## config.mk

```make
export PLATFORM = sky130hd
export DESIGN_NAME = conv_sequencer
export DESIGN_NICKNAME = d
export VERILOG_FILES = /design/src/rtl/conv_sequencer.sv
export SDC_FILE = /design/constraint.sdc
export NUM_CORES = 1
export LEC_CHECK = 0
export CAP_MARGIN = 0
export CORE_UTILIZATION = 48
export DETAILED_ROUTE_END_ITERATION = 8
export GPL_ROUTABILITY_DRIVEN = 0
export PLACE_DENSITY_LB_ADDON = 0.2
export SYNTH_ARGS = -nofsm -noshare
export SYNTH_HDL_FRONTEND = slang
export SYNTH_SLANG_ARGS = --single-unit
```

## constraint.sdc

```tcl
create_clock -name clk -period 1.59 [get_ports clk]
set_clock_uncertainty 0.1 [all_clocks]
set_input_delay 0.2385 -clock clk [delete_from_list [all_inputs] [get_ports clk]]
set_output_delay 0.2385 -clock clk [all_outputs]
set_load 0.05 [all_outputs]
```

## src/rtl/conv_sequencer.sv

```systemverilog
// Convolution layer sequencer: steps taps per output and output positions per layer, driving the MAC handshake.
// Optional feature: define CONV_SEQ_ABORT_EN to add an abort input that drops the layer back to IDLE.
module conv_sequencer #(
   parameter int TAPS  = 9,
   parameter int NOUT  = 36,
   parameter int TAP_W = 4,
   parameter int OUT_W = 6
) (
   input  logic             clk,
   input  logic             rst,
   input  logic             start,
   input  logic             in_ready,
   input  logic             out_ready,
`ifdef CONV_SEQ_ABORT_EN
   input  logic             abort,
`endif
   output logic [TAP_W-1:0] tap,
   output logic [OUT_W-1:0] out_idx,
   output logic             mac_en,
   output logic             acc_clr,
   output logic             out_valid,
   output logic             busy,
   output logic             complete
);

   typedef enum logic [2:0] {
      S_IDLE,
      S_CLEAR,
      S_ACCUM,
      S_EMIT,
      S_DONE
   } state_t;

   localparam logic [TAP_W-1:0] LAST_TAP = TAP_W'(TAPS - 1);
   localparam logic [OUT_W-1:0] LAST_OUT = OUT_W'(NOUT - 1);

   state_t             r_state;
   logic [TAP_W-1:0]   r_tap;
   logic [OUT_W-1:0]   r_outIdx;
   logic               w_abort;

`ifdef CONV_SEQ_ABORT_EN
   assign w_abort = abort;
`else
   assign w_abort = 1'b0;
`endif

   // Abort outranks every transition; in IDLE it also masks a simultaneous start.
   always_ff @(posedge clk or posedge rst) begin
      if (rst) begin
         r_state  <= S_IDLE;
         r_tap    <= '0;
         r_outIdx <= '0;
      end else if (w_abort && (r_state != S_IDLE)) begin
         r_state  <= S_IDLE;
         r_tap    <= '0;
         r_outIdx <= '0;
      end else begin
         case (r_state)
            S_IDLE: begin
               if (start && !w_abort) begin
                  r_state  <= S_CLEAR;
                  r_tap    <= '0;
                  r_outIdx <= '0;
               end
            end
            S_CLEAR: begin
               r_state <= S_ACCUM;
            end
            S_ACCUM: begin
               if (in_ready) begin
                  if (r_tap == LAST_TAP) begin
                     r_tap   <= '0;
                     r_state <= S_EMIT;
                  end else begin
                     r_tap <= r_tap + 1'b1;
                  end
               end
            end
            S_EMIT: begin
               if (out_ready) begin
                  if (r_outIdx == LAST_OUT) begin
                     r_state <= S_DONE;
                  end else begin
                     r_outIdx <= r_outIdx + 1'b1;
                     r_state  <= S_CLEAR;
                  end
               end
            end
            S_DONE: begin
               r_outIdx <= '0;
               r_state  <= S_IDLE;
            end
            default: begin
               r_state  <= S_IDLE;
               r_tap    <= '0;
               r_outIdx <= '0;
            end
         endcase
      end
   end

   // Strobes decode only the registered state, so reset clears them without waiting for a clock.
   assign tap       = r_tap;
   assign out_idx   = r_outIdx;
   assign mac_en    = (r_state == S_ACCUM) && in_ready;
   assign acc_clr   = (r_state == S_CLEAR);
   assign out_valid = (r_state == S_EMIT);
   assign complete  = (r_state == S_DONE);
   assign busy      = (r_state != S_IDLE);

endmodule

```

==> results <==
worst max-delay path, stage by stage (launching register included):
cell     delay (ps)
dfrtp_2         460
buf_4           150
nor3b_4         250
buf_12          170
what timing repair did:
action / in CTS / in global routing
setup endpoints to repair: 5 / 7
pin swaps: 2 / 4
hold buffers: 0 / 0
gates resized for setup: 8 / 6
gates cloned: 0 / 0
setup buffers: 6 / 4
power by group through the flow:
stage,combinational [mW],clock (mW),sequential [mW]
finish,2.06,0.218,0.702
floorplan,0.700,0,0.975
CTS,1.88,0.221,0.708
detailed placement,1.77,0,0.711
global placement,1.73,0,0.698
global route,2.17,0.234,0.725
state kept, by name, summed over array words and instances, names as in the netlist:
| name | cells |
|---|---|
| out_idx | 6 |
| tap | 4 |
| r_state | 3 |
cells by family after synthesis:
kind of cell	after synthesis	share of synthesized area
mux	1	0.0120
fa+ha+maj	3	0.0451
flops	13	0.391
simple gates	36	0.269
buf+inv	15	0.0842
compound gates	21	0.199
area by class of cell:
cell class | instances | share of cell area
multi-input cells | 61 | 0.348
inverters | 11 | 0.0303
well taps | 16 | 0.0147
flip-flops and latches | 13 | 0.244
clock buffers | 4 | 0.0193
repair buffers | 35 | 0.343
how the worst max path moves through the flow:
| stage | startpoint | to | slack, ps | depth (start not counted) |
|---|---|---|---|---|
| CTS | r_state[2] | busy | -50 | 2 |
| global placement | out_ready | out_idx[5] | -60 | 4 |
| global route | r_state[0] | busy | -100 | 2 |
| finish | r_state[1] | acc_clr | -70 | 3 |
| floorplan | r_state[0] | complete | -430 | 2 |
| detailed placement | out_ready | out_idx[5] | -100 | 4 |
cell usage after synthesis, types with 2 or more instances:
| master | instances | area [µm²] |
|---|---|---|
| nor2_1 | 3 | 11.3 |
| o21ai_1 | 2 | 10.0 |
| o21ai_0 | 2 | 10.0 |
| dfrtp_1 | 13 | 325 |
| nand3b_1 | 3 | 22.5 |
| o221ai_1 | 2 | 17.5 |
| ha_1 | 3 | 37.5 |
| nand3_1 | 5 | 25.0 |
| inv_1 | 11 | 41.3 |
| nor2b_1 | 2 | 12.5 |
| o211ai_1 | 4 | 30.0 |
| nand2_1 | 7 | 26.3 |
| nor3b_1 | 5 | 37.5 |
| buf_2 | 2 | 10.0 |
| a211o_2 | 2 | 20.0 |
| nand4_1 | 2 | 12.5 |
metal layers:
layer | GRT usage | share of wire | up-vias
met3 | 0.0625 | 0.046 | 6
met5 | 0 | 0 | -
li1 | - | - | 394
met4 | 0.0813 | 0.015 | 0
met2 | 0.388 | 0.50 | 28
met1 | 0.363 | 0.44 | 410
metrics by stage:
step / TNS [ps] / util / hold WS, ps / power [mW]
after detailed placement: -231 / 0.770 / 502 / 2.48
final: -171 / 0.874 / 176 / 2.98
after CTS: -95.7 / 0.832 / 194 / 2.81
after floorplan: -865 / - / 15.3 / 1.68
after global routing: -341 / 0.874 / 244 / 3.13
after global placement: -90.4 / 0.770 / 495 / 2.43
==> results_dict.tcl <==
set metrics [dict create \
    grt_usage 0.257 \
    rr_worst_depth 4 \
    yosys_register_bits 13 \
    synth_seq_area_share 0.391 \
    dpl.cell_count 126 \
    maxCapViolations 0 \
    setup.worst_path.start_class "flip-flop" \
    synth_nets 97 \
    timing.rr.start "r_state[2]" \
    worst_hold_path_type "in -> async" \
    violations "DRC, setup timing" \
    fillers 82 \
    drc 2 \
    timing.rr.end "tap[1]" \
    synth_edf_count 0 \
    period_share 1.04 \
    p_leak_nw 0.575 \
    syn_to_final_growth_pct 63.8 \
    ir_drop_mv 1.56 \
    ff_latch_area_um2 333 \
    status "complete, but fails checks" \
    grt_max_degree 14 \
    first_iter_violations 30 \
    die_x_um 43.6 \
    cts_made_buffers 3 \
    fin_nets 133 \
    port_buffers 19 \
    diodes 0 \
    worstSkewPairLatency_ps 280 \
    finalSetupViolations 4 \
    instances_no_fill 140 \
    place_area_mm2 0.00120 \
    switching_share 0.472 \
    ys_types 37 \
    initial_utilization 0.534 \
    ant_nets 0 \
    finalHoldViolCount 0 \
    relSlewSlack 0.656 \
    required_ps 1250 \
    path_class "reg -> out" \
    vias_per_cell 5.99 \
    switchingPower_mw 1.41 \
    worst_slack_ps -65.0 \
    htreeDepth 1 \
    period_minus_slack_ps 1660 \
    tritoncts "built" \
    worst_pin_slew_ps 515 \
    firstDrtPassIters 8 \
    drt_wl_total_um 2380 \
    die_y_um 43.6 \
    syn-instance-count 89 \
    ys_async_sr_fraction 1.00 \
    clock_sinks 13 \
    syn_area_um2 832 \
    fmax_ghz 0.604 \
    cp_max_fo 5 \
    final_cell_mix "15 x buf_12, 15 x buf_4, 11 x inv_1, 7 x nand2_1, 7 x dfrtp_1" \
    drv_slew 0 \
    num_vias 838 \
    worst-r2r-setup-slack_ps 60 \
    multi_input_area_um2 474 \
    critPathArrivalTime_ps 1320 \
    pre_cts_slack_ps -96.2 \
    avgRoutedWirePerCell_um 17.0 \
    synth_ff_type "dfrtp_1" \
    p_clk_frac 0.073 \
    dp_hpwl_um 1450 \
    grt_pass1_vias 752 \
    pin_count 20 \
    antenna_found_initial 0 \
    clk_pin_slew_ps 90 \
    fin_area_mm2 0.00136 \
    yosys_warnings 0 \
    pwr-share-seq 0.236 \
    syn_avg_cell_area_um2 9.35 \
    rsz0062_at_grt "yes" \
    p_int_mw 1.57 \
    clockBufferDepth 2 \
    cts_root_buf "clkbuf_4" \
    rows 14 \
    p_comb_frac 0.691 \
    powerDensity_mw_per_mm2 2190 \
    drive_gt1_frac 0.395 \
    grt_pass1_wl_um 3550 \
    core_mm2 0.00156 \
    crit_path_end_kind "output pin" \
    die_area_mm2 0.00190 \
    globalRoute.totalOverflow 0 \
]
Note: power is estimated with default switching activity, not from simulation.
